File: config.mk
export PLATFORM = sky130hd
export DESIGN_NAME = program_loader
export DESIGN_NICKNAME = d
export VERILOG_FILES = /design/src/rtl/program_loader.sv
export SDC_FILE = /design/constraint.sdc
export NUM_CORES = 1
export LEC_CHECK = 0
export ABC_AREA = 1
export CAP_MARGIN = 20
export CORE_MARGIN = 4
export CORE_UTILIZATION = 45
export DETAILED_ROUTE_END_ITERATION = 6
export GPL_TIMING_DRIVEN = 0
export PLACE_DENSITY_LB_ADDON = 0.2
export SETUP_SLACK_MARGIN = 0.5
export SLEW_MARGIN = 20
export SYNTH_ARGS = -nofsm -noshare
export SYNTH_HDL_FRONTEND = slang
export SYNTH_SLANG_ARGS = --single-unit
export TNS_END_PERCENT = 10
File: constraint.sdc
create_clock -name clk -period 2.1 [get_ports clk]
set_input_delay 0.21 -clock clk [delete_from_list [all_inputs] [get_ports clk]]
set_output_delay 0.21 -clock clk [all_outputs]
set_load 0.005 [all_outputs]
File: src/rtl/program_loader.sv
`default_nettype none
// ============================================================================
//  Module      : program_loader
//  Description : Receives a framed byte stream over a valid/ready handshake,
//                assembles big-endian instruction words and drives the
//                processor's instruction-RAM initialisation port. The frame is
//                LEN_HI, LEN_LO (word count N), N*DATA_WIDTH/8 payload bytes,
//                then an XOR checksum byte covering header and payload.
//                init_active stays high for the whole load and is released
//                only after the checksum verifies.
//  Ports       : clk, reset          - clock, synchronous active-high reset
//                rx_data/rx_valid    - incoming byte and its valid flag
//                rx_ready            - loader can accept a byte
//                init_wadrs/wdata    - RAM init write address / data
//                init_active         - to initialize_instructions
//                load_done           - frame loaded and verified
//                load_error/err_code - frame aborted; 01 length, 10 checksum,
//                                      11 timeout
//  Revision    : 1.0 - initial release
// ============================================================================
module program_loader #(
   parameter int DATA_WIDTH     = 32,
   parameter int ADDRESS_WIDTH  = 12,
   parameter int TIMEOUT_CYCLES = 1000000
) (
   input  logic                     clk,
   input  logic                     reset,
   input  logic [7:0]               rx_data,
   input  logic                     rx_valid,
   output logic                     rx_ready,
   output logic [ADDRESS_WIDTH-1:0] init_wadrs,
   output logic [DATA_WIDTH-1:0]    init_wdata,
   output logic                     init_active,
   output logic                     load_done,
   output logic                     load_error,
   output logic [1:0]               err_code
);

   localparam int c_BYTES = DATA_WIDTH / 8;
   localparam int c_BCW   = (c_BYTES > 1) ? $clog2(c_BYTES) : 1;
   localparam int c_ASMW  = (DATA_WIDTH > 8) ? DATA_WIDTH - 8 : 1;
   localparam int c_TW    = (TIMEOUT_CYCLES > 1) ? $clog2(TIMEOUT_CYCLES + 1) : 1;
   localparam logic [63:0] c_MAX_WORDS = 64'(1) << ADDRESS_WIDTH;

   typedef enum logic [2:0] {
      S_IDLE    = 3'd0,
      S_LEN_LO  = 3'd1,
      S_PAYLOAD = 3'd2,
      S_CHECK   = 3'd3,
      S_DONE    = 3'd4,
      S_ERROR   = 3'd5
   } state_t;

   state_t                   r_state;
   state_t                   w_state_nxt;
   logic [1:0]               w_err_nxt;

   logic [7:0]               r_len_hi;
   logic [7:0]               r_chk;
   logic [15:0]              r_words_left;
   logic [c_BCW-1:0]         r_byte_cnt;
   logic [ADDRESS_WIDTH-1:0] r_word_idx;
   logic [c_ASMW-1:0]        r_asm;
   logic [c_TW-1:0]          r_tmo;

   logic [ADDRESS_WIDTH-1:0] r_init_wadrs;
   logic [DATA_WIDTH-1:0]    r_init_wdata;
   logic                     r_init_active;
   logic [1:0]               r_err_code;

   logic                     w_accept;
   logic                     w_in_frame;
   logic [15:0]              w_len;
   logic                     w_len_bad;
   logic                     w_last_byte;
   logic                     w_last_word;
   logic                     w_tmo_hit;
   logic [DATA_WIDTH-1:0]    w_word;

   assign rx_ready    = (r_state == S_IDLE) || (r_state == S_LEN_LO) ||
                        (r_state == S_PAYLOAD) || (r_state == S_CHECK);
   assign w_accept    = rx_valid && rx_ready;
   assign w_in_frame  = (r_state == S_LEN_LO) || (r_state == S_PAYLOAD) ||
                        (r_state == S_CHECK);
   assign w_len       = {r_len_hi, rx_data};
   assign w_len_bad   = (w_len == 16'd0) || (64'(w_len) > c_MAX_WORDS);
   assign w_last_byte = (r_byte_cnt == c_BCW'(c_BYTES - 1));
   assign w_last_word = (r_words_left == 16'd1);
   // Counter value TIMEOUT_CYCLES-1 plus one more idle cycle reaches the limit.
   assign w_tmo_hit   = (TIMEOUT_CYCLES != 0) && w_in_frame && !w_accept &&
                        (r_tmo == c_TW'(TIMEOUT_CYCLES - 1));

   // Incoming byte lands in the LSBs; earlier bytes already sit above it.
   generate
      if (c_BYTES > 1) begin : g_multi_byte
         assign w_word = {r_asm, rx_data};
      end else begin : g_single_byte
         assign w_word = rx_data;
      end
   endgenerate

   assign init_wadrs  = r_init_wadrs;
   assign init_wdata  = r_init_wdata;
   assign init_active = r_init_active;
   assign err_code    = r_err_code;
   assign load_done   = (r_state == S_DONE);
   assign load_error  = (r_state == S_ERROR);

   always_comb begin
      w_state_nxt = r_state;
      w_err_nxt   = r_err_code;
      case (r_state)
         S_IDLE: begin
            if (w_accept) w_state_nxt = S_LEN_LO;
         end
         S_LEN_LO: begin
            if (w_accept) begin
               if (w_len_bad) begin
                  w_state_nxt = S_ERROR;
                  w_err_nxt   = 2'b01;
               end else begin
                  w_state_nxt = S_PAYLOAD;
               end
            end else if (w_tmo_hit) begin
               w_state_nxt = S_ERROR;
               w_err_nxt   = 2'b11;
            end
         end
         S_PAYLOAD: begin
            if (w_accept) begin
               if (w_last_byte && w_last_word) w_state_nxt = S_CHECK;
            end else if (w_tmo_hit) begin
               w_state_nxt = S_ERROR;
               w_err_nxt   = 2'b11;
            end
         end
         S_CHECK: begin
            if (w_accept) begin
               if (rx_data == r_chk) begin
                  w_state_nxt = S_DONE;
               end else begin
                  w_state_nxt = S_ERROR;
                  w_err_nxt   = 2'b10;
               end
            end else if (w_tmo_hit) begin
               w_state_nxt = S_ERROR;
               w_err_nxt   = 2'b11;
            end
         end
         default: begin
            w_state_nxt = r_state;
         end
      endcase
   end

   always_ff @(posedge clk) begin
      if (reset) begin
         r_state       <= S_IDLE;
         r_len_hi      <= '0;
         r_chk         <= '0;
         r_words_left  <= '0;
         r_byte_cnt    <= '0;
         r_word_idx    <= '0;
         r_asm         <= '0;
         r_tmo         <= '0;
         r_init_wadrs  <= '0;
         r_init_wdata  <= '0;
         r_init_active <= 1'b0;
         r_err_code    <= 2'b00;
      end else begin
         r_state    <= w_state_nxt;
         r_err_code <= w_err_nxt;

         if (w_in_frame && !w_accept) r_tmo <= r_tmo + 1'b1;
         else                         r_tmo <= '0;

         if (w_accept) begin
            case (r_state)
               S_IDLE: begin
                  r_len_hi <= rx_data;
                  r_chk    <= rx_data;
               end
               S_LEN_LO: begin
                  r_chk        <= r_chk ^ rx_data;
                  r_words_left <= w_len;
                  r_byte_cnt   <= '0;
                  r_word_idx   <= '0;
                  if (!w_len_bad) r_init_active <= 1'b1;
               end
               S_PAYLOAD: begin
                  r_chk <= r_chk ^ rx_data;
                  r_asm <= w_word[c_ASMW-1:0];
                  if (w_last_byte) begin
                     r_byte_cnt   <= '0;
                     r_init_wdata <= w_word;
                     r_init_wadrs <= r_word_idx;
                     // Wraps harmlessly after a full 2^ADDRESS_WIDTH load.
                     r_word_idx   <= r_word_idx + 1'b1;
                     r_words_left <= r_words_left - 16'd1;
                  end else begin
                     r_byte_cnt <= r_byte_cnt + 1'b1;
                  end
               end
               S_CHECK: begin
                  // A mismatch leaves init_active high so the processor stays held.
                  if (rx_data == r_chk) r_init_active <= 1'b0;
               end
               default: begin
                  r_chk <= r_chk;
               end
            endcase
         end
      end
   end

endmodule
`default_nettype wire

After elaboration in Yosys (flattened, before gate mapping)

Index checks and enable logic that the tools add are counted.

Latch bits: 0
Memory bits (writable): 0
Memories: 0
Flip-flop bits (word level): 140
Word-level logic and storage cells: 91
Bits of input ports: 11
Bits in read-only memories: 0
Output and inout bits: 50

Multipliers: 0
Add/sub/neg operators: 4
Reduce and logical (&&, ||, !) cells: 29
Eq/ne operators: 17
$lt $le $gt $ge: 1
Muxes and demuxes: 26
Bitwise logic cells: 2
Divide/modulo/power cells: 0
Shift-type cells: 0

Operators with widths:

| operator                                                         | number |
|---|---|
| case mux 16 bit (2 select lines)                                 | 1 |
| case mux 12 bit (2 select lines)                                 | 1 |
| two-way mux 3 bit                                                | 7 |
| adder 20 x 1 -> 20 bit (second input constant)                   | 1 |
| equality test 20 bit (second input constant)                     | 1 |
| equality test 16 x 1 -> 1 bit (second input constant)            | 1 |
| greater-than comparator 16 x 13 -> 1 bit (second input constant) | 1 |
| logical NOT 16 bit                                               | 1 |
| two-way mux 16 bit                                               | 1 |
| case mux 8 bit (2 select lines)                                  | 1 |
| subtractor 16 x 1 -> 16 bit (second input constant)              | 1 |
| two-way mux 2 bit                                                | 7 |
| adder 12 x 1 -> 12 bit (second input constant)                   | 1 |
| two-way mux 12 bit                                               | 1 |
| case mux 3 bit (4 select lines)                                  | 1 |
| AND reduction 3 bit                                              | 3 |
| equality test 8 bit                                              | 1 |
| inequality test 2 bit (second input constant)                    | 4 |
| AND reduction 2 bit                                              | 4 |
| AND reduction 4 bit                                              | 2 |
| bitwise XOR 8 bit                                                | 1 |
| equality test 3 x 2 -> 1 bit (second input constant)             | 2 |
| equality test 3 bit (second input constant)                      | 2 |
| logical OR 1 bit                                                 | 6 |
| other kinds (18)                                                 | 27 |

Longest topological paths before layout

Gate-level depths: netlist (run 1).

Depth after elaboration: 11
Mapped depth: 13

Least setup slack after synthesis (run 1)

OpenSTA, ideal clock, no wires.

Path type: flip-flop to flip-flop
Start: register r_tmo[0]
End: register r_tmo[18]
Path slack: 0.517 ns
Cell stages (with the launch flop): 11
Clock period less this slack: 1.583 ns
Path buffers: 0
Arrival: 1.467 ns
Path through: dfxtp_1 ha_1 nand3_1 nor2_1 nand3_1 nor2_1 nand2_1 nor2_1 nand2_1 o21ai_0 nor2_1

Longest elaborated chain between the ends: 1

Ends and longest elaborated chain:

| item                     | line | text |
|---|---|---|
| start: declaration       | 64   | `logic [c_TW-1:0] r_tmo;` |
| start signal: assignment | 174  | `if (w_in_frame && !w_accept) r_tmo <= r_tmo + 1'b1;` |
| adder 20 x 1 -> 20 bit   | 174  |  |

No other way between the ends.
A chain may end at the register's enable or synchronous reset.

Worst setup path in the final report (run 1)

Start: register r_state[0]
End: register r_asm[22]

Longest elaborated chain between the ends: 6
Elaborated cells on any way between the ends: 9
Classes of those cells: 3 x eq/ne; 6 x reduce/logical

Ends and longest elaborated chain:

| item                                                                     | line | text |
|---|---|---|
| start: declaration                                                       | 54   | `state_t r_state;` |
| start signal: assignment                                                 | 171  | `r_state <= w_state_nxt;` |
| equality test 3 x 1 -> 1 bit / logical NOT 3 bit (equally long branches) | 80   | `assign rx_ready = (r_state == S_IDLE) \|\| (r_state == S_LEN_LO) \|\|` |
| logical OR 1 bit (2 in a row)                                            | 80   |  |
| logical OR 1 bit                                                         | 81   | `(r_state == S_PAYLOAD) \|\| (r_state == S_CHECK);` |
| logical AND 1 bit                                                        | 82   | `assign w_accept = rx_valid && rx_ready;` |
| AND reduction 2 bit (no source line) *                                   | -    |  |
| end signal: assignment                                                   | 192  | `r_asm <= w_word[c_ASMW-1:0];` |
| end: declaration                                                         | 63   | `logic [c_ASMW-1:0] r_asm;` |

Every way passes the cells marked *; elsewhere a longest branch is shown, timed or not.

==> qor.txt, run 1 <==
run status: finished clean
share of cells above drive strength 1: 11.8%
die footprint: 15,700 um2
Clock Skews: 0.00747 ns
Max Cap Viol: 0
crit-path cells: inv_4 -> nand3_4 -> nor2_8 -> buf_12 -> clkbuf_1 -> nor2_1 -> a211oi_1
number of synthesized register bits: 140
H-tree levels: 4
worst hold stages: 5
post-synthesis compound-gate area fraction: 19.2%
Bufs on Longest Clock Path: 2
Sink Count: 140
Synth Area in Simple Gates: 24.6%
Final ANT Viol Nets: 0
post-route insts no fill: 1,145
Synth Area in XOR/XNOR: 1.42%
TritonCTS Buffers: 17
Cell Rows: 42
Hold-fix buffers, CTS: 0
worst r2r src: r_state[0]
Die Ht: 125 um
synthesized-area fraction occupied by adder cells: 1.01%
DRT iter0 DRCs: 484
CTS Root Cell: clkbuf_16
Initial Util: 46.3%
yosys warns: 0
ANT cells: 0
CP Launch Type: flip-flop
critical path arrival: 2.03 ns
average routed wire per standard cell: 14.6 um
synthesized instance count: 857
kind of critical path: flip-flop to flip-flop
Area Overhead vs Synth: 29.4%
DR vias: 5,927
largest net degree at the start of global routing: 17
endpoints failing setup: 0
final slew viol count: 0
Clock transition at path regs: 0.06 ns
GR Overflow Total: 0
Routability Congestion: 0.853
P per Cell Area: 829 nW/um2
Tightest Pin Transition: 0.681 ns
CP Data Required Time: 2.43 ns
# IOs: 61
Global Route Usage Sum: 20.7%
final net count: 972
filler cell count in the final layout: 1,251
core area: 13,300 um2
final wirelength: 16,800 um
critical-path maximum fanout: 10
Hold WS: 0.424 ns
vias in the first global route: 5,259
Crit-path slowest cell: clkbuf_1
largest family of logic cells by synthesized area: simple AND/OR/NAND/NOR gates
hold endpoint: err_code[1]
Synth Net Count: 873
I/O Buffers: 59
Fin. Hold Viols: 0
P_leak: 0.00314 uW
mux cell area share after synthesis: 0%
Max IR drop VDD: 0.554 mV
DP Cell Count: 1,092
register area share after synthesis: 45.4%
hold path start: rx_valid
worst skew pair latency: 0.43 ns
Crit Reg-Reg Endpoint: r_asm[22]
vias per std cell: 5.18
Hold WC Path Type: input port to flip-flop
Slowest Stage Delay on Critical Path: 0.40 ns
Reg2Reg Setup Slack: 0.40 ns
Rel. slew slack: 54.6%
post-synthesis cell type count: 41
CTS tree: yes
# DRC: 0
f_max: 587 MHz
R2R depth: 7
Worst setup EP type: flip-flop
DP HPWL: 11,700 um
Avg Inst Size Synth: 7.21 um2
total iterations of the first detailed-routing run: 5
global-route wire length before repair: 26,200 um
DIE WIDTH: 125 um
RSZ-0062 raised after global routing: true
crit share post-route: 81.2%
post-layout util: 59.9%
initial antenna violation count: 0
Cell Area, Synth: 6180 um2
min cycle time layout: 1.70 ns
## area by class of cell
cell class	count	area (um2)	share of cell area [%]
multi-input cells	591	2970	37.1
flip-flops and latches	140	2810	35.2
repair buffers	80	816	10.2
clock buffers	19	443	5.54
inverters	88	344	4.31
plain buffers	38	224	2.80
well taps	176	220	2.76
clock inverters	13	164	2.05
## state kept, by name, indices dropped and copies added (netlist names)
register	cells
init_wdata	32
r_asm	24
r_tmo	20
r_words_left	16
init_wadrs	12
r_word_idx	12
r_chk	8
r_len_hi	8
r_state	3
err_code	2
r_byte_cnt	2
init_active	1
## how the worst max path moves through the flow
stage,start,end,slack [ns],cells after the start
after floorplan,r_tmo[0],r_tmo[18],0.52,10
after CTS,r_state[2],init_wadrs[6],0.33,9
after global routing,r_state[2],r_asm[22],0.25,7
after global placement,rx_valid,r_words_left[6],-0.17,11
after detailed placement,rx_valid,r_words_left[6],-0.15,11
final,r_state[0],r_asm[22],0.40,7
## layer usage
| metal | share of wire (%) | vias to the layer above | global-route usage, % | wire length, um |
|---|---|---|---|---|
| met5 | 0 | - | 0 | 0 |
| met4 | 2.3 | 0 | 7.84 | 380 |
| met3 | 5.0 | 32 | 3.88 | 843 |
| met2 | 46 | 169 | 33.7 | 7750 |
| met1 | 46 | 2717 | 27.5 | 7800 |
| li1 | - | 3009 | - | - |
## stage by stage
step                power, uW  setup WS, ns  instance area, um2  TNS [ns]
floorplan                3290         0.517                6180         0
global placement         3480        -0.165                6990     -2.58
detailed placement       3480        -0.147                6990     -2.32
CTS                      6570         0.326                7680         0
global route             6850         0.254                7990         0
finish                   6630         0.396                7990         0
## synthesized netlist by cell type
library cell	number	share of area, %
o31ai_1	1	0.12
a211oi_1	20	2.4
clkbuf_1	20	1.2
or2_2	2	0.20
a21oi_1	89	7.2
inv_1	83	5.0
nor3_4	1	0.26
clkinv_1	1	0.061
nand2_1	131	8.0
dfxtp_1	140	45
a22oi_1	1	0.12
nor3b_1	4	0.49
xor2_1	4	0.57
a31oi_1	2	0.20
and3_1	1	0.10
nand4_1	11	1.1
a21boi_0	1	0.12
nand2_2	2	0.20
nand3b_1	2	0.24
buf_1	2	0.12
nor2_4	2	0.36
nor2_2	1	0.10
buf_4	1	0.12
inv_2	3	0.18
o22ai_1	2	0.20
nor3_1	14	1.1
o211ai_1	1	0.12
xnor2_1	6	0.85
nand2_4	2	0.36
buf_6	3	0.55
nor2_1	150	9.1
nor2_8	1	0.32
buf_2	12	0.97
nand3_4	1	0.28
or2_0	1	0.10
o21ai_0	103	8.3
inv_4	1	0.10
ha_1	5	1.0
o21bai_1	1	0.12
nand3_1	28	2.3
o31ai_2	1	0.20
## critical path: cells and delay by family, from the launching register on
family | cells | cell delay, ns
buffers and inverters | 3 | 0.61
AND/OR/NAND/NOR | 3 | 0.44
AO/OA/AOI/OAI | 1 | 0.21
flip-flops | 1 | 0.35
## power breakdown
part | internal [uW] | switching (uW) | total (uW)
Clock | 1900 | 1200 | 3100
Combinational | 276 | 455 | 731
Sequential | 2730 | 62.9 | 2790
## what timing repair did
action | CTS | global route
pin swaps | 3 | 7
setup buffers | 2 | 17
cloned | 0 | 2
resized for setup | 24 | 45
setup endpoints to repair | 112 | 139
## placed cells by master (no fill, tap or decap), types with 3 or more instances in the layout
master / count
a211oi_1: 20
a21oi_1: 87
buf_2: 8
buf_4: 18
buf_6: 4
buf_8: 3
bufinv_16: 3
clkbuf_1: 17
clkbuf_16: 19
clkbuf_2: 3
clkdlybuf4s50_1: 56
clkinvlp_4: 6
dfxtp_1: 136
ha_1: 4
inv_1: 81
inv_2: 3
inv_6: 3
nand2_1: 127
nand2_2: 3
nand2_4: 4
nand3_1: 25
nand3_2: 3
nand4_1: 11
nor2_1: 145
nor2_2: 3
nor2_4: 5
nor3_1: 12
nor3b_1: 4
o21ai_0: 98
o21ai_1: 4
xnor2_1: 6
xor2_1: 4
## cell families (layout without fill, tap and decap cells)
logic type | Yosys count | in the layout
AO/OA/AOI/OAI | 222 | 222
buffers and inverters | 126 | 238
adder cells (fa/ha/maj) | 5 | 5
flip-flops | 140 | 140
AND/OR/NAND/NOR | 354 | 354
XOR/XNOR | 10 | 10
Power figures use the tool's default switching activity.
==> run 2: changes to the inputs <==
==> constraint.sdc (replaced) <==
create_clock -name clk -period 1.6 [get_ports clk]
set_input_delay 0.16 -clock clk [delete_from_list [all_inputs] [get_ports clk]]
set_output_delay 0.16 -clock clk [all_outputs]
set_load 0.005 [all_outputs]
==> run 2 against run 1 <==
The run now ends with setup timing left. Die area unchanged. Critical path depth is 5 higher. Sequential cell count unchanged. Global-route usage is 3.5 points higher.
==> qor.txt, run 2 (synthesis results as in run 1) <==
share of cells above drive strength 1: 39.9% (was 11.8%)
TritonCTS Buffers: 17 (unchanged)
sw frac: 29.2% (was 25.9%)
f_max: 623 MHz (was 587 MHz)
final net count: 998 (was 972)
Bufs on Longest Clock Path: 2 (unchanged)
Fin. Hold Viols: 0 (unchanged)
# DRC: 0 (unchanged)
endpoints failing setup: 1 (was 0)
run status: complete, but fails checks (was finished clean)
vias in the first global route: 6,119 (was 5,259)
largest net degree at the start of global routing: 17 (unchanged)
Largest register FFs: 32 (unchanged)
kind of critical path: flip-flop to flip-flop (unchanged)
setup ws final: -0.00560 ns (was 0.396 ns)
critical-path maximum fanout: 5 (was 10)
CP Data Required Time: 1.92 ns (was 2.43 ns)
core area: 13,300 um2 (unchanged)
ANT cells: 0 (unchanged)
DIE WIDTH: 125 um (unchanged)
Routability Congestion: 0.895 (was 0.853)
Area Overhead vs Synth: 49.2% (was 29.4%)
Hold-fix buffers, CTS: 0 (unchanged)
Hold WC Path Type: input port to flip-flop (unchanged)
I/O Buffers: 59 (unchanged)
# IOs: 61 (unchanged)
Die Ht: 125 um (unchanged)
CTS tree: yes (unchanged)
Max Cap Viol: 0 (unchanged)
crit share post-route: 100% (was 81.2%)
Crit-path slowest cell: dfxtp_2 (was clkbuf_1)
Cell Rows: 42 (unchanged)
DP HPWL: 11,500 um (was 11,700 um)
RSZ-0062 raised after global routing: true (unchanged)
Total Power: 8840 uW (was 6630 uW)
die footprint: 15,700 um2 (unchanged)
crit-path cells: inv_4 -> nand2_4 -> buf_6 -> nor2_4 -> inv_4 -> nand2_4 -> buf_8 -> nand2_8 -> nor3_4 -> nand3_1 -> nand2_1 -> nor2_1 (was inv_4 -> nand3_4 -> nor2_8 -> buf_12 -> clkbuf_1 -> nor2_1 -> a211oi_1)
DR vias: 6,434 (was 5,927)
Sink Count: 140 (unchanged)
vias per std cell: 5.49 (was 5.18)
total iterations of the first detailed-routing run: 5 (unchanged)
Sw Pwr: 2590 uW (was 1720 uW)
Tightest Pin Transition: 0.901 ns (was 0.681 ns)
GR Overflow Total: 0 (unchanged)
Max IR drop VDD: 0.728 mV (was 0.554 mV)
critical path arrival: 1.92 ns (was 2.03 ns)
Clock transition at path regs: 0.07 ns (was 0.06 ns)
initial antenna violation count: 0 (unchanged)
Hold WS: 0.198 ns (was 0.424 ns)
P_int: 6260 uW (was 4910 uW)
worst skew pair latency: 0.43 ns (about the same)
Slowest Stage Delay on Critical Path: 0.33 ns (was 0.40 ns)
Worst setup EP type: flip-flop (unchanged)
Combinational Power Share: 13.2% (was 11.0%)
Initial Util: 46.3% (unchanged)
Flop pwr share: 41.6% (was 42.2%)
violated checks: setup timing
most frequent cells in the layout: nand2_1 (120), nor2_1 (98), dfxtp_1 (86) (was nor2_1 (145), dfxtp_1 (136), nand2_1 (127))
filler cell count in the final layout: 1,015 (was 1,251)
Global Route Usage Sum: 24.3% (was 20.7%)
final slew viol count: 0 (unchanged)
Rel. slew slack: 39.9% (was 54.6%)
CTS Root Cell: clkbuf_16 (unchanged)
P_leak: 0.00370 uW (was 0.00314 uW)
H-tree levels: 4 (unchanged)
DRT iter0 DRCs: 534 (was 484)
average routed wire per standard cell: 16.8 um (was 14.6 um)
CP Launch Type: flip-flop (unchanged)
P per Cell Area: 959 nW/um2 (was 829 nW/um2)
Clock Skews: 0.0100 ns (was 0.00747 ns)
Reg2Reg Setup Slack: -0.006 ns (was 0.40 ns)
Final ANT Viol Nets: 0 (unchanged)
final wirelength: 19,700 um (was 16,800 um)
clock network power share: 45.3% (was 46.8%)
min cycle time layout: 1.61 ns (was 1.70 ns)
most common cell after layout, fill and taps aside: nand2_1 (was nor2_1)
global-route wire length before repair: 31,100 um (was 26,200 um)
run 2: changes by cell type in the layout (fill, tap and decap cells not counted), moves of 12 or more:
cell / previous run / this run
clkdlybuf4s50_1: 56 / 8
buf_6: 4 / 16
inv_1: 81 / 66
o21ai_0: 98 / 53
nor2_4: 5 / 44
o21ai_1: 4 / 23
buf_2: 8 / 50
o21ai_2: 1 / 22
nor2_1: 145 / 98
dfxtp_1: 136 / 86
a21oi_1: 87 / 59
a21oi_2: 2 / 26
dfxtp_2: 2 / 50
run 2: critical path: cells and delay by family (launching register included):
kind / cells / cell delay [ns]
AND/OR/NAND/NOR: 8 / 0.72
buffers and inverters: 4 / 0.44
flip-flops: 1 / 0.33
run 2: area by class of cell:
cell class / instances / area, um2 / area share, %
plain buffers: 38 / 399 / 4.33
clock buffers: 17 / 425 / 4.62
clock inverters: 15 / 173 / 1.87
inverters: 88 / 383 / 4.15
multi-input cells: 591 / 3800 / 41.2
flip-flops and latches: 140 / 2880 / 31.2
well taps: 176 / 220 / 2.39
repair buffers: 106 / 938 / 10.2
run 2: stage by stage:
step	worst slack [ns]	TNS, ns	cells	cell area (um2)	utilization [%]
2_1_floorplan	0.101	0	857	6220	-
3_3_place_gp	-0.473	-37.38	1092	7040	52.7
3_5_place_dp	-0.436	-37.61	1092	7040	52.7
4_1_cts	-0.00533	-0.00606	1158	8730	65.4
5_1_grt	-0.0996	-0.668	1171	9220	69.1
6_report	-0.00560	-0.00560	1171	9220	69.1
run 2: repair_timing:
item,in CTS,in global routing
endpoints found under the setup margin,190,143
gates resized for setup,556,93
buffers inserted,27,10
endpoints found under the hold margin,0,0
gates cloned,7,3
pin swaps,117,97
run 2: final timing paths:
check	start	endpoint	cells past startpoint
setup reg to reg	r_state[2]	r_word_idx[11]	12
hold reg to reg	r_tmo[0]	r_tmo[0]	1
setup / recovery	r_state[2]	r_word_idx[11]	12
hold / removal	rx_data[7]	r_asm[7]	3
run 2: layer usage:
layer | global-route usage (%) | up-vias | share of wire, %
met4 | 7.40 | 0 | 2.2
met1 | 31.6 | 3088 | 43
met3 | 5.16 | 39 | 5.7
met2 | 40.6 | 219 | 49
li1 | - | 3088 | -
met5 | 0 | - | 0
run 2: power by group through the flow:
stage	Combinational, uW	Sequential (uW)	Clock (uW)
4_1_cts	1020	3670	4010
5_1_grt	1270	3680	4180
3_5_place_dp	827	3740	0
3_3_place_gp	823	3740	0
2_1_floorplan	603	3720	0
6_report	1160	3680	4000
==> run 3: changes to the inputs <==
--- a/config.mk
+++ b/config.mk
@@ -9,6 +9,7 @@
 export CAP_MARGIN = 20
 export CORE_MARGIN = 4
 export CORE_UTILIZATION = 45
+export CTS_BUF_LIST = sky130_fd_sc_hd__clkbuf_8
 export DETAILED_ROUTE_END_ITERATION = 6
 export GPL_TIMING_DRIVEN = 0
 export PLACE_DENSITY_LB_ADDON = 0.2
==> run 3 against run 2 <==
The flow still finishes with violations (setup timing). Sequential power barely moved. Fmax fell by 2.8%. Clock skew grew 0.0028 ns. Combinational power shrank 13%. Hold slack improved by 0.096 ns.
==> qor.txt, run 3 (synthesis results as in run 1) <==
# DRC: 0 (unchanged)
die footprint: 15,700 um2 (unchanged)
DP HPWL: 11,500 um (unchanged)
GR Overflow Total: 0 (unchanged)
sw frac: 30.7% (was 29.2%)
P_leak: 0.00327 uW (was 0.00370 uW)
kind of critical path: flip-flop to flip-flop (unchanged)
P per Cell Area: 947 nW/um2 (was 959 nW/um2)
Total Power: 7600 uW (was 8840 uW)
Crit-path slowest cell: dfxtp_2 (unchanged)
global-route wire length before repair: 28,100 um (was 31,100 um)
# IOs: 61 (unchanged)
Combinational Power Share: 13.3% (was 13.2%)
Hold WC Path Type: input port to flip-flop (unchanged)
DP Cell Count: 1,092 (unchanged)
most common cell after layout, fill and taps aside: nor2_1 (was nand2_1)
final slew viol count: 0 (unchanged)
Sink Count: 140 (unchanged)
largest net degree at the start of global routing: 17 (unchanged)
H-tree levels: 4 (unchanged)
Area Overhead vs Synth: 29.9% (was 49.2%)
Sw Pwr: 2330 uW (was 2590 uW)
Bufs on Longest Clock Path: 2 (unchanged)
Cell Rows: 42 (unchanged)
critical-path maximum fanout: 6 (was 5)
final net count: 978 (was 998)
worst skew pair latency: 0.46 ns (was 0.43 ns)
Slowest Stage Delay on Critical Path: 0.34 ns (was 0.33 ns)
P_int: 5270 uW (was 6260 uW)
ANT cells: 0 (unchanged)
worst r2r src: r_state[2] (unchanged)
Rel. slew slack: 54.2% (was 39.9%)
Routability Congestion: 0.895 (unchanged)
post-route insts no fill: 1,151 (was 1,171)
vias per std cell: 5.28 (was 5.49)
Initial Util: 46.3% (unchanged)
critical path arrival: 1.98 ns (was 1.92 ns)
Largest register FFs: 32 (unchanged)
I/O Buffers: 59 (unchanged)
total iterations of the first detailed-routing run: 5 (unchanged)
violated checks: setup timing (unchanged)
final wirelength: 17,000 um (was 19,700 um)
endpoints failing setup: 4 (was 1)
Hold WS: 0.293 ns (was 0.198 ns)
core area: 13,300 um2 (unchanged)
hold endpoint: r_chk[7] (was r_asm[7])
Flop pwr share: 48.2% (was 41.6%)
CP Launch Type: flip-flop (unchanged)
f_max: 605 MHz (was 623 MHz)
DIE WIDTH: 125 um (unchanged)
setup tns final: -0.115 ns (was -0.00560 ns)
clock network power share: 38.5% (was 45.3%)
DR vias: 6,072 (was 6,434)
area of the multi-input gates: 3180 um2 (was 3800 um2)
Fin. Hold Viols: 0 (unchanged)
crit-path cells: inv_4 -> nand2_4 -> buf_8 -> nor2_4 -> inv_2 -> nand2_2 -> buf_6 -> buf_6 -> buf_6 -> a21oi_2 -> nor2_2 -> a211oi_2 (was inv_4 -> nand2_4 -> buf_6 -> nor2_4 -> inv_4 -> nand2_4 -> buf_8 -> nand2_8 -> nor3_4 -> nand3_1 -> nand2_1 -> nor2_1)
CTS tree: yes (unchanged)
average routed wire per standard cell: 14.8 um (was 16.8 um)
worst hold stages: 4 (was 3)
share of cells above drive strength 1: 28.1% (was 39.9%)
TritonCTS Buffers: 17 (unchanged)
CP most frequent cell: buf_6
Hold-fix buffers, CTS: 0 (unchanged)
Max IR drop VDD: 0.689 mV (was 0.728 mV)
filler cell count in the final layout: 1,281 (was 1,015)
Crit Reg-Reg Endpoint: r_words_left[4] (was r_word_idx[11])
FF+latch area: 2880 um2 (about the same)
CP Data Required Time: 1.92 ns (about the same)
Final ANT Viol Nets: 0 (unchanged)
initial antenna violation count: 0 (unchanged)
Worst setup EP type: flip-flop (unchanged)
pre-CTS setup slack: -0.436 ns (unchanged)
CTS Root Cell: clkbuf_8 (was clkbuf_16)
min cycle time layout: 1.65 ns (was 1.61 ns)
setup ws final: -0.0526 ns (was -0.00560 ns)
crit share post-route: 103% (was 100%)
most frequent cells in the layout: nor2_1 (135), nand2_1 (122), dfxtp_1 (84) (was nand2_1 (120), nor2_1 (98), dfxtp_1 (86))
Max Cap Viol: 0 (unchanged)
vias in the first global route: 5,715 (was 6,119)
RSZ-0062 raised after global routing: true (unchanged)
hold path start: reset (was rx_data[7])
Clock transition at path regs: 0.09 ns (was 0.07 ns)
Reg2Reg Setup Slack: -0.05 ns (was -0.006 ns)
R2R depth: 12 (unchanged)
Global Route Usage Sum: 21.7% (was 24.3%)
DRT iter0 DRCs: 489 (was 534)
Clock Skews: 0.0128 ns (was 0.0100 ns)
Tightest Pin Transition: 0.687 ns (was 0.901 ns)
Die Ht: 125 um (unchanged)
run status: complete, but fails checks (unchanged)
==> run 3: cell types whose count changed in the layout (fill, tap and decap cells not counted), sizes merged <==
cell / previous run / this run
buf: 114 / 95
clkbuf: 38 / 37
clkdlybuf4s50: 8 / 9
clkinv: 5 / 4
dlymetal6s2s: 1 / 0
inv: 95 / 96
==> run 3: per-stage QoR <==
step | utilization, % | area [um2]
after floorplan | - | 6220
after detailed placement | 52.7 | 7040
after global routing | 60.1 | 8030
final | 60.1 | 8030
after CTS | 57.4 | 7670
after global placement | 52.7 | 7040
==> run 3: repair_timing <==
item	4_1_cts	5_1_grt
pin swaps	17	22
endpoints found under the setup margin	190	180
setup buffers	17	9
resized for setup	351	86
cloned	1	0
==> run 3: cell type report <==
cell class,count,share of cell area (%)
multi-input combinational,591,39.6
buffer,38,4.30
timing repair buffer,86,8.00
clock buffer,17,2.92
sequential,140,35.9
clock inverter,15,2.15
inverter,88,4.40
tap,176,2.74
==> run 3: worst max path at each step <==
stage,startpoint,endpoint,slack [ns],cells past startpoint
5_1_grt,r_state[2],r_word_idx[11],-0.12,12
4_1_cts,r_state[2],r_words_left[4],-0.04,12
2_1_floorplan,r_state[2],r_words_left[6],0.10,11
3_5_place_dp,rx_valid,r_words_left[6],-0.44,11
6_report,r_state[2],r_words_left[4],-0.05,12
3_3_place_gp,rx_valid,r_chk[3],-0.47,8
==> run 3: power by group through the flow <==
stage	Sequential, uW	Combinational, uW	Clock [uW]
floorplan	3720	603	0
global placement	3740	823	0
detailed placement	3740	827	0
CTS	3660	904	2970
global route	3670	1120	3130
finish	3660	1010	2930
==> run 3: routing by layer <==
layer | GRT usage [%] | part of all wire, %
met5 | 0 | 0
met4 | 7.59 | 1.9
met2 | 34.5 | 46
met1 | 29.2 | 46
met3 | 4.86 | 6.0
==> run 3: critical path, delay by kind of cell (launching register included) <==
kind / cells / cell delay, ns
buffers and inverters: 6 / 0.71
and+or+nand+nor: 4 / 0.39
DFF: 1 / 0.34
AOI/OAI and AO/OA: 2 / 0.08
